### src/rtl/serial_nibble_adder.sv
// Multi-cycle adder: one 4-bit slice per clock, LS nibble first, carry
// registered between slices. valid/ready operand capture, one-cycle done pulse.
module serial_nibble_adder #(
  parameter int NIBBLES = 4
) (
  input  logic                   clk,
  input  logic                   rst,
  input  logic                   start_valid,
  output logic                   start_ready,
  input  logic [4*NIBBLES-1:0]   a,
  input  logic [4*NIBBLES-1:0]   b,
  output logic [4*NIBBLES-1:0]   sum,
  output logic                   cout,
  output logic                   done,
  output logic                   busy
);

  localparam int W  = 4 * NIBBLES;
  localparam int IW = (NIBBLES > 1) ? $clog2(NIBBLES) : 1;
  localparam logic [IW-1:0] LAST = IW'(NIBBLES - 1);

  typedef enum logic [1:0] {S_IDLE, S_RUN, S_DONE} state_t;

  state_t          r_state;
  state_t          w_next;
  logic [IW-1:0]   r_idx;
  logic            r_carry;
  logic [W-1:0]    r_a;
  logic [W-1:0]    r_b;
  logic [W-1:0]    r_sum;
  logic            r_cout;
  logic [4:0]      w_slice;
  logic            w_last;
  logic            w_accept;

  function automatic logic [3:0] get_nib(input logic [W-1:0] v, input logic [IW-1:0] i);
    logic [3:0] r;
    r = 4'h0;
    for (int n = 0; n < NIBBLES; n++)
      if (i == IW'(n)) r = v[4*n +: 4];
    return r;
  endfunction

  function automatic logic [4:0] add_slice(input logic [3:0] x, input logic [3:0] y,
                                           input logic c);
    return {1'b0, x} + {1'b0, y} + {4'b0000, c};
  endfunction

  assign w_slice  = add_slice(get_nib(r_a, r_idx), get_nib(r_b, r_idx), r_carry);
  assign w_last   = (r_idx == LAST);
  assign w_accept = start_valid && (r_state == S_IDLE);

  always_ff @(posedge clk) begin
    if (rst) r_state <= S_IDLE;
    else     r_state <= w_next;
  end

  always_comb begin
    w_next = r_state;
    case (r_state)
      S_IDLE:  if (start_valid) w_next = S_RUN;
      S_RUN:   if (w_last)      w_next = S_DONE;
      S_DONE:                   w_next = S_IDLE;
      default:                  w_next = S_IDLE;
    endcase
  end

  always_comb begin
    start_ready = (r_state == S_IDLE);
    busy        = (r_state != S_IDLE);
    done        = (r_state == S_DONE);
  end

  // Datapath: operands latched at accept; sum/cout hold until a slice rewrites them
  always_ff @(posedge clk) begin
    if (rst) begin
      r_idx   <= '0;
      r_carry <= 1'b0;
      r_a     <= '0;
      r_b     <= '0;
      r_sum   <= '0;
      r_cout  <= 1'b0;
    end else if (w_accept) begin
      r_a     <= a;
      r_b     <= b;
      r_idx   <= '0;
      r_carry <= 1'b0;
    end else if (r_state == S_RUN) begin
      for (int n = 0; n < NIBBLES; n++)
        if (r_idx == IW'(n)) r_sum[4*n +: 4] <= w_slice[3:0];
      r_carry <= w_slice[4];
      if (w_last) begin
        r_cout <= w_slice[4];
        r_idx  <= '0;
      end else begin
        r_idx  <= r_idx + 1'b1;
      end
    end
  end

  assign sum  = r_sum;
  assign cout = r_cout;

endmodule

### config.mk
export PLATFORM = sky130hd
export DESIGN_NAME = serial_nibble_adder
export DESIGN_NICKNAME = d
export VERILOG_FILES = /design/src/rtl/serial_nibble_adder.sv
export SDC_FILE = /design/constraint.sdc
export NUM_CORES = 1
export LEC_CHECK = 0
export ABC_AREA = 1
export CAP_MARGIN = 40
export CORE_MARGIN = 10
export CORE_UTILIZATION = 50
export CTS_CLUSTER_DIAMETER = 30
export DETAILED_ROUTE_END_ITERATION = 8
export GPL_TIMING_DRIVEN = 0
export HOLD_SLACK_MARGIN = 0.05
export PLACE_DENSITY = 0.84
export RECOVER_POWER = 25
export SYNTH_ARGS = -nofsm -noshare
export SYNTH_HDL_FRONTEND = slang
export SYNTH_SLANG_ARGS = --single-unit
### constraint.sdc
create_clock -name clk -period 3.2 [get_ports clk]
set_input_delay 0.8 -clock clk [delete_from_list [all_inputs] [get_ports clk]]
set_output_delay 0.8 -clock clk [all_outputs]
set_load 0.02 [all_outputs]
Yosys cells after proc, flatten, opt, wreduce, memory -nomap -nowiden
Index checks and enable logic that the tools add are counted.
- flip-flop bits (word level): 54
- bits in latches: 0
- bits in writable memories: 0
- bits in read-only memories: 0
- bits of input ports: 35
- output and inout port bits: 20
- word-level logic and storage cells: 43
- memories: 0
- add/sub/neg operators: 3
- multiply operators: 0
- divide/modulo/power cells: 0
- $lt $le $gt $ge: 0
- eq/ne operators: 7
- shift operators: 0
- multiplexer cells: 12
- bitwise operators: 1
- reductions and logical operators: 10
- operators with widths (kind ; count):
    4-bit 2-to-1 mux ; 8
    3-bit AND reduction ; 4
    2-bit == test (second input constant) ; 3
    2-bit 2-to-1 mux ; 3
    4-bit by 4-bit adder with 5-bit output ; 1
    5-bit by 1-bit adder with 5-bit output ; 1
    2-bit by 1-bit == test with 1-bit output (second input constant) ; 2
    2-bit zero test ; 2
    2-bit != test (second input constant) ; 2
    2-bit case mux with 2 select lines ; 1
    2-bit by 1-bit adder with 2-bit output (second input constant) ; 1
    2-bit AND reduction ; 1
    2-bit nonzero test ; 1
    2-bit OR reduction ; 1
    1-bit logical AND ; 1
    1-bit inverter ; 1

Longest topological paths before layout
Gate-level depths: netlist of the first run.
- depth in word-level cells: 7
- gate-level depth with buffers: 15
- mapped depth without buffers: 15

Worst setup path after synthesis of the first run
Ideal clock, no wire load.
- kind: reg2reg
- start: register r_idx[0]
- end: register r_sum[13] (netlist: sum[13])
- setup time: 0.116 ns
- data arrival time: 2.250 ns
- required time: 3.084 ns
- slack: 0.834 ns
- cell stages (with the launch flop): 13
- path buffers: 0
- clock period less this slack: 2.366 ns
- cells stage by stage: dfxtp_1 inv_1 ha_1 inv_1 nor2_1 nand2_1 a21oi_1 o21bai_1 fa_1 inv_1 fa_1 nor2_1 nor2_1
- word-level cells in the longest chain between the ends: 7
- elaborated cells on any way between the ends: 15
- those cells by class: add/sub: 2; eq/ne: 3; mux: 8; reduce/logical: 2
- ends and longest elaborated chain (element ; line ; text):
    start, declared ; 26 ; logic [IW-1:0] r_idx;
    start signal, assigned ; 96 ; r_idx <= r_idx + 1'b1;
    2-bit zero test ; 40 ; if (i == IW'(n)) r = v[4*n +: 4];
    4-bit 2-to-1 mux (4 in a row) ; 40 ;
    4-bit by 4-bit adder with 5-bit output (*) ; 46 ; return {1'b0, x} + {1'b0, y} + {4'b0000, c};
    5-bit by 1-bit adder with 5-bit output (*) ; 46 ;
    net w_slice[1] ; 32 ; logic [4:0] w_slice;
    end signal, assigned by index ; 90 ; if (r_idx == IW'(n)) r_sum[4*n +: 4] <= w_slice[3:0];
    end, declared ; 30 ; logic [W-1:0] r_sum;
Mark *: on every way through the listed nets, which the timed path passes. The rest lies on a longest branch.
A chain may end at the register's enable or synchronous reset.

Worst setup path in the final report of the first run
- start: register r_idx[0]
- end: register r_sum[10] (netlist: sum[10])
- word-level cells in the longest chain between the ends: 7
- elaborated cells on any way between the ends: 15
- those cells by class: add/sub: 2; eq/ne: 3; mux: 8; reduce/logical: 2
- ends and longest elaborated chain (element ; line):
    2-bit zero test ; 40
    4-bit 2-to-1 mux (4 in a row) ; 40
    4-bit by 4-bit adder with 5-bit output ; 46
    5-bit by 1-bit adder with 5-bit output ; 46
Parallel ways exist; a longest one is shown, timed or not.

==> metrics.sh, run 1 <==
OUTCOME='completed'
FIRST_GLOBAL_VIAS=2203
POWER.NET_SWITCHING_mW=0.408
WORSTREGTOREGCELLS=13
SLOWEST_STAGE='sky130_fd_sc_hd__fa_1'
H-TREE-DEPTH=2
CTS_ROOT_BUFFER='sky130_fd_sc_hd__clkbuf_8'
TRITONCTS='done'
POWER.STATIC_LEAKAGE_nW=1.36
RSZ_0062_RAISED_AFTER_GLOBAL_ROUTING='no'
IO-PIN-COUNT=55
YOSYSTOPAREACELLSHARE_PCT=44.2
PWR-SHARE-COMB_PCT=19.8
POWER_PER_CELL_AREA_nW_PER_UM2=469
TIMING_HOLD_VIOLATIONS_FINAL=0
YS_WARN_COUNT=0
POWER.SHARE.SWITCHING_PCT=27.4
SETUP_TNS_NS=0
DRT_PASS1_ITERATIONS=7
R2R_START='r_idx[0]'
POWER_FRAC_CLOCK_PCT=30.3
SETUP_VIOLATIONS_FINAL=0
DETAIL_ROUTE.WIRELENGTH_UM=5980
POST_CTS_HOLD_BUFFER_COUNT=0
WIRE_LENGTH_OF_THE_FIRST_GLOBAL_ROUTING_PASS_UM=10200
SYNTHARSTFLOPSHARE_PCT=0
GRT_ANTENNA_BEFORE_REPAIR=0
TRITONCTS.NUM_BUFFERS=5
DRTITER0DRC=155
NETLIST_AREA_UM2=2440
CRIT_PATH_MAX_FANOUT=5
LAYOUT_WORST_PATH_CYCLE_SHARE_PCT=88.4
FINAL_NET_COUNT=430
MAPPEDNETLISTNETS=369
NETLIST_TOP_CELLS_AREA='sky130_fd_sc_hd__dfxtp_1 (44%), sky130_fd_sc_hd__nor2_1 (15%), sky130_fd_sc_hd__o21ai_0 (8.2%)'
PATH_CLK_SLEW_NS=0.10
DRV_SLEW=0
HPWLAFTERDP_UM=4640
CRITICAL_PATH.MAX_STAGE_DELAY_NS=0.39
AVG_CELL_AREA_SYN_UM2=7.52
CRIT_PATH_END_KIND='register'
VDD_DROP_MAX_mV=0.214
DIEWIDTH_UM=89.9
POWER_FRAC_SEQ_PCT=49.9
AREA_GROWTH_PCT=29.6
TIGHTEST_SLEW_NS=0.458
MAXCLOCKFREQUENCY_GHz=0.354
NFILLCELLS=411
WHS_PATH_DEPTH=2
SYNTH_COMMONEST_CELLS='sky130_fd_sc_hd__nor2_1 (96), sky130_fd_sc_hd__dfxtp_1 (54), sky130_fd_sc_hd__o21ai_0 (40)'
GP_ROUTABILITY_CONGESTION=0.828
TIMING_WORST_SETUP_PATH_TYPE='register to register'
SYNTH_TOP_AREA_CELL='sky130_fd_sc_hd__dfxtp_1'
YS_SEQ_ELEMENTS=54
NUMBER_OF_DISTINCT_LIBRARY_CELLS_AFTER_SYNTHESIS=23
CLK_LATENCY_NS=0.31
DRC=0
FP.COREAREA_UM2=4720
CLK_PATH_BUF_DEPTH=2
UTILIZATION_PCT=67.1
CRITICAL_PATH.STARTPOINT_TYPE='register'
MULTI_INPUT_AREA_UM2=1170
HOLD_PATH_STARTPOINT='r_b[14]'
POST_SYNTH_EDFFS=0
FF_LATCH_AREA_UM2=1080
POST_DRT_VIA_CELL_RATIO=5.02
SYN-INSTANCE-COUNT=325
INSERTEDDIODECOUNT=0
WL_PER_CELL_UM=13.2
GRTUSAGETOTAL_PCT=14.9
CAP_VIOL_MAX_COUNT=0
DETAIL-ROUTE-ANTENNA-NETS=0
INTERNAL_POWER_mW=1.08
SEQ_AREA_FRAC_SYNTH_PCT=44.2
ROUTED-VIA-COUNT=2279
GRT-OVFL-TOTAL=0
R2R_SLACK_NS=0.37
DATA_REQUIRED_CRITICAL_PATH_NS=3.45
MIN_TO='r_b[14]'
SITE_ROWS=25
NUMBER_OF_GATES_RESIZED_AFTER_CTS=0
DIE_AREA_UM2=8090
MAX_TRANSITION_MARGIN_PCT=69.4
PORT-BUFFER-COUNT=54
FIN_CRIT_NS=2.83
CRITICAL_PATH_CELL_SEQUENCE='inv_1 > ha_1 > inv_1 > nor2_1 > nand2_1 > a21oi_1 > o21bai_1 > fa_1 > inv_1 > fa_1 > xor2_1 > nor2_1 > nor2_1'
GRT_START_MAX_NET_PINS=17
LEADING_CELL_TYPE_BY_NUMBER_OF_INSTANCES_AFTER_SYNTHESIS='sky130_fd_sc_hd__nor2_1'
POSTCTSSETUPBUFFERS=0
TIMING.RR.END='sum[10]'
DRIVE_GT1_SHARE_PCT=5.94
DIEHEIGHT_UM=89.9
SYNTH_FLOP_CELL='sky130_fd_sc_hd__dfxtp_1'
START_UTIL_PCT=51.8
SKEW_FINAL_NS=0.00895
WORST_HOLD_PATH_TYPE='register to register'
CLKSINKCOUNT=54
CRIT_ARRIVAL_NS=3.08
[area by class of cell]
cell class / count / area share (%)
multi-input cells: 234 / 36.8
flip-flops and latches: 54 / 34.1
repair buffers: 54 / 17.1
plain buffers: 13 / 3.00
inverters: 24 / 2.92
well taps: 67 / 2.65
clock buffers: 5 / 2.17
clock inverters: 3 / 1.26
[critical path, delay by kind of cell, from the launching register on]
kind                     cells  cell delay [ns]
AO/OA/AOI/OAI                2             0.36
adder cells (fa/ha/maj)      3             0.86
buffers and inverters        3             0.33
XOR/XNOR                     1             0.31
AND/OR/NAND/NOR              4             0.56
flip-flops                   1             0.34
[layer usage]
metal / GRT usage, % / wire length (um)
met2: 24.8 / 2880
met3: 4.32 / 351
met5: 0 / 0
met4: 5.57 / 108
met1: 17.8 / 2630
[placed cells by master, fill, tap and decap left out, types with 7 or more instances in the layout]
master,count
sky130_fd_sc_hd__a21oi_1,19
sky130_fd_sc_hd__o211ai_1,7
sky130_fd_sc_hd__clkdlybuf4s50_1,53
sky130_fd_sc_hd__o21ai_0,44
sky130_fd_sc_hd__inv_1,22
sky130_fd_sc_hd__nand2_1,36
sky130_fd_sc_hd__ha_1,7
sky130_fd_sc_hd__nor2_1,96
sky130_fd_sc_hd__dfxtp_1,54
sky130_fd_sc_hd__nand3_1,7
[metrics by stage]
step / hold slack [ns] / setup slack, ns / area (um^2) / total power, mW / std cells
after CTS: 0.493 / 0.403 / 3180 / 1.50 / 454
after global placement: 0.466 / 0.481 / 3070 / 1.04 / 446
after detailed placement: 0.471 / 0.450 / 3070 / 1.05 / 446
after global routing: 0.516 / 0.118 / 3170 / 1.56 / 454
final: 0.486 / 0.372 / 3170 / 1.49 / 454
after floorplan: 0.454 / 0.834 / 2440 / 0.940 / 325
[worst max-delay path by stage]
stage          endpoint  startpoint
4_1_cts         sum[10]    r_idx[0]
3_3_place_gp    sum[10]    r_idx[0]
2_1_floorplan   sum[13]    r_idx[0]
6_report        sum[10]    r_idx[0]
5_1_grt         sum[10]    r_idx[0]
3_5_place_dp    sum[10]    r_idx[0]
[power groups by stage]
stage | registers (mW) | clock network [mW] | logic [mW]
2_1_floorplan | 0.760 | 0 | 0.180
3_3_place_gp | 0.756 | 0 | 0.288
3_5_place_dp | 0.758 | 0 | 0.295
4_1_cts | 0.742 | 0.458 | 0.296
5_1_grt | 0.749 | 0.481 | 0.328
6_report | 0.742 | 0.451 | 0.294
[registers in the layout, summed over array words and instances, names as in the netlist]
register and count:
r_b 16, r_carry 1, r_state 2, r_a 16, sum 16, r_idx 2
cout 1
[kinds of logic after synthesis]
| group | Yosys count | share of synthesized area [%] |
|---|---|---|
| AO/OA/AOI/OAI | 79 | 17.7 |
| AND/OR/NAND/NOR | 145 | 24.8 |
| XOR/XNOR | 1 | 0.358 |
| flip-flops | 54 | 44.2 |
| buffers and inverters | 37 | 7.73 |
| adder cells (fa/ha/maj) | 9 | 5.22 |
Note: power is estimated with default switching activity, not from simulation.
==> run 2: changes to the inputs <==
Settings changed: CORE_UTILIZATION 50 to 54, PLACE_DENSITY 0.84 to 0.9.
Clock period 3.2 ns to 3.44 ns, I/O delays scaled along.
==> run 2 against run 1 <==
Net effect:
- worst hold slack improved by 0.0048 ns
- register-to-register slack better by 0.03 ns
- largest power group unchanged
- maximum frequency fell by 6.9%
- clock skew is 0.0037 ns lower
- critical path depth is the same
- cell count decreased by 3.3%
- non-clock buffer count stayed put
- wire length up 3.5%
- sequential share of layout area is 0.58 points higher
- power down 10%
==> metrics.sh, run 2 (same netlist as run 1, synthesis figures left out) <==
FIRST_GLOBAL_VIAS=2246  # +2.0%
DRIVE_GT1_SHARE_PCT=5.17  # -0.78 points
POST_DRT_VIA_CELL_RATIO=5.29  # +5.3%
H-TREE-DEPTH=2  # unchanged
CLKSINKCOUNT=54  # unchanged
MAX_TRANSITION_MARGIN_PCT=68.8  # -0.66 points
POSTCTSSETUPBUFFERS=0  # unchanged
WL_PER_CELL_UM=14.1  # +7.0%
DATA_REQUIRED_CRITICAL_PATH_NS=3.68  # +0.23 ns
CAP_VIOL_MAX_COUNT=0  # unchanged
TIMING_WORST_SETUP_PATH_TYPE='register to register'
AREA_GROWTH_PCT=27.5
LAYOUT_WORST_PATH_CYCLE_SHARE_PCT=88.3  # -0.10 points
REPORT.POWER.TOTAL_mW=1.33  # -10%
POWER.STATIC_LEAKAGE_nW=1.34  # -1.8%
PATH_CLK_SLEW_NS=0.09  # about the same
GRT_ANTENNA_BEFORE_REPAIR=0  # unchanged
HPWLAFTERDP_UM=4650  # +0.16%
INSERTEDDIODECOUNT=0  # unchanged
UTILIZATION_PCT=71.1  # +4.0 points
DIEWIDTH_UM=87.3  # -2.9%
SKEW_FINAL_NS=0.00525  # -0.00370 ns
TIGHTEST_SLEW_NS=0.467  # +0.00820 ns
FINAL_NET_COUNT=430  # unchanged
CTS_ROOT_BUFFER='sky130_fd_sc_hd__clkbuf_8'
DETAILED_PLACE.AREA_UM2=3050  # -0.61%
FP.COREAREA_UM2=4380  # -7.2%
NUMBER_OF_GATES_RESIZED_AFTER_CTS=0  # unchanged
MAXCLOCKFREQUENCY_GHz=0.329  # -6.9%
FINALWORSTSETUPSLACK_NS=0.403  # +0.0314 ns
DRT_PASS1_ITERATIONS=5  # -2
CRIT_PATH_MAX_FANOUT=5  # unchanged
SETUP_VIOLATIONS_FINAL=0  # unchanged
RSZ_0062_RAISED_AFTER_GLOBAL_ROUTING='no'
MOST_COMMON_LIBRARY_CELL_IN_THE_LAYOUT_IGNORING_FILL_AND_TAPS='sky130_fd_sc_hd__nor2_1'
TRITONCTS.NUM_BUFFERS=5  # unchanged
IO-PIN-COUNT=55  # unchanged
DIE_AREA_UM2=7620  # -5.8%
VDD_DROP_MAX_mV=0.277  # +29%
GRT_START_MAX_NET_PINS=16  # -1
TIMING_HOLD_VIOLATIONS_FINAL=0  # unchanged
PRECTSSETUPSLACK_NS=0.508  # +0.0576 ns
ROUTED-VIA-COUNT=2321  # +1.8%
WORST_HOLD_PATH_TYPE='register to register'
FINAL_AREA_UM2=3120  # -1.7%
PORT-BUFFER-COUNT=54  # unchanged
SITE_ROWS=24  # -4.0%
FIN_CRIT_NS=3.04  # +0.209 ns
CRIT_PATH_END_KIND='register'
OUTCOME='completed'
POWER_PER_CELL_AREA_nW_PER_UM2=427  # -9.0%
SETUP_TNS_NS=0  # unchanged
DRC=0  # unchanged
POST_CTS_HOLD_BUFFER_COUNT=0  # unchanged
DETAIL_ROUTE.WIRELENGTH_UM=6190  # +3.5%
DETAIL-ROUTE-ANTENNA-NETS=0  # unchanged
START_UTIL_PCT=55.8  # +4.0 points
WIRE_LENGTH_OF_THE_FIRST_GLOBAL_ROUTING_PASS_UM=10100  # -0.61%
GP_ROUTABILITY_CONGESTION=0.893  # +8.0%
CLK_LATENCY_NS=0.31  # about the same
NFILLCELLS=360  # -12%
DRTITER0DRC=193  # +25%
CRITICAL_PATH.STARTPOINT_TYPE='register'
TRITONCTS='done'
DIEHEIGHT_UM=87.3  # -2.9%
CRIT_ARRIVAL_NS=3.28  # +0.20 ns
GRTUSAGETOTAL_PCT=16.2  # +1.3 points
GRT-OVFL-TOTAL=0  # unchanged
CLK_PATH_BUF_DEPTH=2  # unchanged
TOP_LIBRARY_CELLS_BY_USAGE_IN_THE_LAYOUT_FILL_AND_TAPS_ASIDE='sky130_fd_sc_hd__nor2_1 (96), sky130_fd_sc_hd__dfxtp_1 (54), sky130_fd_sc_hd__clkdlybuf4s50_1 (53), sky130_fd_sc_hd__o21ai_0 (40), sky130_fd_sc_hd__nand2_1 (36)'
DRV_SLEW=0  # unchanged
run 2: routing by layer:
metal,wire length (um),up-vias,global-route usage [%]
met5,0,-,0
met1,2500,1052,18.6
met3,467,13,4.68
met4,141,0,6.38
li1,-,1169,-
met2,3070,87,27.6
run 2: stage by stage:
step           std cells  hold slack, ns
5_1_grt              439           0.512
3_5_place_dp         431           0.471
2_1_floorplan        325           0.454
4_1_cts              439           0.493
6_report             439           0.491
3_3_place_gp         431           0.463
run 2: worst paths after layout:
path,startpoint,endpoint,slack [ns],depth (start not counted)
setup / recovery,r_idx[0],sum[6],0.40,13
hold / removal,r_b[2],r_b[2],0.49,2
setup reg to reg,r_idx[0],sum[6],0.40,13
hold reg to reg,r_b[2],r_b[2],0.49,2
run 2: cell type report:
type	count	area, um^2	area share [%]
clock inverter	1	5.00	0.161
clock buffer	7	86.3	2.77
buffer	13	80.1	2.57
tap	52	65.1	2.09
inverter	24	91.3	2.93
multi-input combinational	234	1170	37.5
timing repair buffer	54	541	17.3
sequential	54	1080	34.7
run 2: where the power goes:
group	switching, mW	internal, mW	total (mW)
logic	0.158	0.121	0.279
clock network	0.200	0.163	0.363
registers	0.0233	0.666	0.690
run 2: critical path, stage by stage (launching register included):
cell	delay, ns
sky130_fd_sc_hd__dfxtp_1	0.34
sky130_fd_sc_hd__inv_1	0.12
sky130_fd_sc_hd__ha_1	0.28
sky130_fd_sc_hd__inv_1	0.12
sky130_fd_sc_hd__nor2_1	0.38
sky130_fd_sc_hd__nand2_1	0.10
sky130_fd_sc_hd__a21oi_1	0.19
sky130_fd_sc_hd__o21bai_1	0.12
sky130_fd_sc_hd__fa_1	0.40
sky130_fd_sc_hd__inv_1	0.12
sky130_fd_sc_hd__fa_1	0.22
sky130_fd_sc_hd__xor2_1	0.37
sky130_fd_sc_hd__nor2_1	0.09
sky130_fd_sc_hd__nor2_1	0.12
==> run 3: changes to the inputs <==
Settings changed: CORE_UTILIZATION 54 to 45, PLACE_DENSITY 0.9 to 0.81.
Clock period 3.44 ns to 2.6 ns, I/O delays scaled along.
==> run 3 against run 2 <==
Net effect:
- sequential share of layout area is 1.5 points lower
- global-route usage is 2.0 points lower
- clock power is 53% higher
- clock skew is 0.0072 ns higher
- sequential power is 32% higher
- via count is 0.34% lower
- die area is 15% higher
- cell count is 5.5% higher
- largest cell class unchanged
- flip-flop and latch count stayed put
- critical path type unchanged
- first-iteration DRC count is 1.6% higher
- maximum frequency is 24% higher
- highest routed layer unchanged
==> metrics.sh, run 3 (same netlist as run 1, synthesis figures left out) <==
GRT_BUSIEST_LAYER='met2'
GRT_ANTENNA_BEFORE_REPAIR=0  # unchanged
CRIT_PATH_MAX_FANOUT=9  # +4
POST_DRT_VIA_CELL_RATIO=5.00  # -5.5%
DRV_SLEW=0  # unchanged
DRC=0  # unchanged
INTERNAL_POWER_mW=1.35  # +42%
INSERTEDDIODECOUNT=0  # unchanged
ENDPOINT='r_carry'
CRIT_PATH_END_KIND='register'
MOST_COMMON_LIBRARY_CELL_IN_THE_LAYOUT_IGNORING_FILL_AND_TAPS='sky130_fd_sc_hd__nor2_1'
VDD_DROP_MAX_mV=0.321  # +16%
DETAIL_ROUTE.WIRELENGTH_UM=6380  # +3.1%
DATA_REQUIRED_CRITICAL_PATH_NS=2.81  # -0.87 ns
POST-PLACE-CELLS=449  # +4.2%
POWER.STATIC_LEAKAGE_nW=1.38  # +2.9%
SITE_ROWS=26  # +8.3%
POWER.SHARE.SWITCHING_PCT=27.6  # -0.98 points
CRIT_START='r_idx[0]'
CLK_PATH_BUF_DEPTH=2  # unchanged
GRT_START_MAX_NET_PINS=16  # unchanged
MAX_TRANSITION_MARGIN_PCT=70.5  # +1.7 points
PWR-SHARE-COMB_PCT=21.2  # +0.2 points
AREA_GROWTH_PCT=33.6
TRITONCTS.NUM_BUFFERS=5  # unchanged
MET2_GLOBAL_ROUTE_USAGE_PCT=24.9  # -2.8 points
REPORT.POWER.TOTAL_mW=1.86  # +40%
WORSTREGTOREGCELLS=14  # +1
TIMING.RR.END='r_carry'
START_UTIL_PCT=47.3  # -8.5 points
POST_CTS_HOLD_BUFFER_COUNT=0  # unchanged
TIGHTEST_SLEW_NS=0.443  # -0.0239 ns
FIN_CRIT_NS=2.45  # -0.585 ns
H-TREE-DEPTH=2  # unchanged
SKEW_FINAL_NS=0.0124  # +0.00715 ns
R2R_START='r_idx[0]'
TIMING_WORST_SETUP_PATH_TYPE='register to register'
GRTUSAGEMET1_PCT=16.4  # -2.1 points
PRECTSSETUPSLACK_NS=-0.294  # -0.802 ns
POWER_FRAC_SEQ_PCT=49.1  # -2.7 points
DIEWIDTH_UM=93.7  # +7.4%
OUTCOME='completed'
SETUP_VIOLATIONS_FINAL=0  # unchanged
HOLDWS_NS=0.488  # -0.00315 ns
MET3_USAGE_PCT=2.64  # -2.0 points
FINISH.CELL_COUNT_WITHOUT_FILLERS=463  # +5.5%
FP.COREAREA_UM2=5170  # +18%
FINALWORSTSETUPSLACK_NS=0.148  # -0.255 ns
NFILLCELLS=463  # +29%
DIEHEIGHT_UM=93.7  # +7.4%
WIRE_LENGTH_OF_THE_FIRST_GLOBAL_ROUTING_PASS_UM=10200  # +0.47%
IO-PIN-COUNT=55  # unchanged
PORT-BUFFER-COUNT=54  # unchanged
GP_ROUTABILITY_CONGESTION=0.821  # -8.1%
DRT_PASS1_ITERATIONS=4  # -1
POWER_PER_CELL_AREA_nW_PER_UM2=570  # +33%
TOP_LIBRARY_CELLS_BY_USAGE_IN_THE_LAYOUT_FILL_AND_TAPS_ASIDE='sky130_fd_sc_hd__nor2_1 (95), sky130_fd_sc_hd__clkdlybuf4s50_1 (53), sky130_fd_sc_hd__dfxtp_1 (52), sky130_fd_sc_hd__o21ai_0 (40), sky130_fd_sc_hd__nand2_1 (36)'
POWER_FRAC_CLOCK_PCT=29.7  # +2.5 points
WL_PER_CELL_UM=13.8  # -2.2%
GRT-OVFL-TOTAL=0  # unchanged
MAXCLOCKFREQUENCY_GHz=0.408  # +24%
CRITICAL_PATH.STARTPOINT_TYPE='register'
DRTITER0DRC=196  # +1.6%
DRIVE_GT1_SHARE_PCT=10.2  # +5.0 points
GRTUSAGETOTAL_PCT=14.2  # -2.0 points
CTS_ROOT_BUFFER='sky130_fd_sc_hd__clkbuf_8'
PATH_CLK_SLEW_NS=0.10  # about the same
CAP_VIOL_MAX_COUNT=0  # unchanged
DIE_AREA_UM2=8780  # +15%
CLK_LATENCY_NS=0.31  # about the same
HPWLAFTERDP_UM=4750  # +2.1%
POWER.NET_SWITCHING_mW=0.515  # +35%
FIRST_GLOBAL_VIAS=2225  # -0.93%
TIMING_HOLD_VIOLATIONS_FINAL=0  # unchanged
FINAL_NET_COUNT=436  # +1.4%
ROUTED-VIA-COUNT=2313  # -0.34%
LAYOUT_WORST_PATH_CYCLE_SHARE_PCT=94.3  # +6.0 points
TRITONCTS='done'
DETAIL-ROUTE-ANTENNA-NETS=0  # unchanged
R2R_SLACK_NS=0.15  # -0.26 ns
CLKSINKCOUNT=54  # unchanged
WORST_HOLD_PATH_TYPE='register to register'
CRIT_ARRIVAL_NS=2.66  # -0.62 ns
## run 3: power by group through the flow
stage / clock (mW) / combinational, mW / sequential (mW)
2_1_floorplan: 0 / 0.222 / 0.935
3_3_place_gp: 0 / 0.361 / 0.929
3_5_place_dp: 0 / 0.372 / 0.931
4_1_cts: 0.559 / 0.396 / 0.913
5_1_grt: 0.586 / 0.436 / 0.921
6_report: 0.554 / 0.395 / 0.914
## run 3: cell type report
cell class | instances | area, um^2 | share of cell area [%]
buffer | 13 | 80.1 | 2.45
clock inverter | 1 | 30.0 | 0.919
multi-input combinational | 234 | 1230 | 37.5
clock buffer | 7 | 76.3 | 2.34
sequential | 54 | 1080 | 33.2
tap | 70 | 87.6 | 2.68
timing repair buffer | 60 | 586 | 17.9
inverter | 24 | 97.6 | 2.99
## run 3: stage by stage
| step | TNS [ns] | util, % | instance area, um^2 |
|---|---|---|---|
| after floorplan | 0 | - | 2440 |
| after global placement | -1.27 | 59.4 | 3070 |
| after detailed placement | -2.19 | 59.4 | 3070 |
| after CTS | 0 | 62.7 | 3240 |
| after global routing | -0.00292 | 63.2 | 3270 |
| final | 0 | 63.2 | 3270 |
## run 3: repair_timing
action / 4_1_cts / 5_1_grt
gates resized for setup: 11 / 10
endpoints found under the setup margin: 10 / 14
buffers inserted: 2 / 4
pin swaps: 4 / 3
## run 3: worst min path at each step
stage / startpoint / endpoint / slack [ns] / cells past startpoint
3_3_place_gp: r_a[6] / r_a[6] / 0.46 / 2
5_1_grt: r_a[0] / r_a[0] / 0.51 / 2
6_report: r_a[11] / r_a[11] / 0.49 / 2
4_1_cts: r_a[11] / r_a[11] / 0.49 / 2
3_5_place_dp: r_a[11] / r_a[11] / 0.47 / 2
2_1_floorplan: r_a[1] / r_a[1] / 0.45 / 2
## run 3: critical path, cell delays in order (launching register included)
cell                         delay (ns)
sky130_fd_sc_hd__dfxtp_2           0.36
sky130_fd_sc_hd__inv_2             0.09
sky130_fd_sc_hd__ha_1              0.18
sky130_fd_sc_hd__buf_6             0.15
sky130_fd_sc_hd__clkinvlp_4        0.10
sky130_fd_sc_hd__nor2_1            0.10
sky130_fd_sc_hd__nor2_1            0.06
sky130_fd_sc_hd__a22oi_2           0.19
sky130_fd_sc_hd__fa_2              0.25
sky130_fd_sc_hd__inv_2             0.05
sky130_fd_sc_hd__fa_2              0.39
sky130_fd_sc_hd__a21oi_1           0.15
sky130_fd_sc_hd__o21bai_1          0.12
sky130_fd_sc_hd__nor2_1            0.11
sky130_fd_sc_hd__nor2_1            0.04
## run 3: layer usage
metal  up-vias  wire [um]
li1       1179          -
met3        11        328
met5         -          0
met1      1060       2780
met2        63       3150
met4         0        119
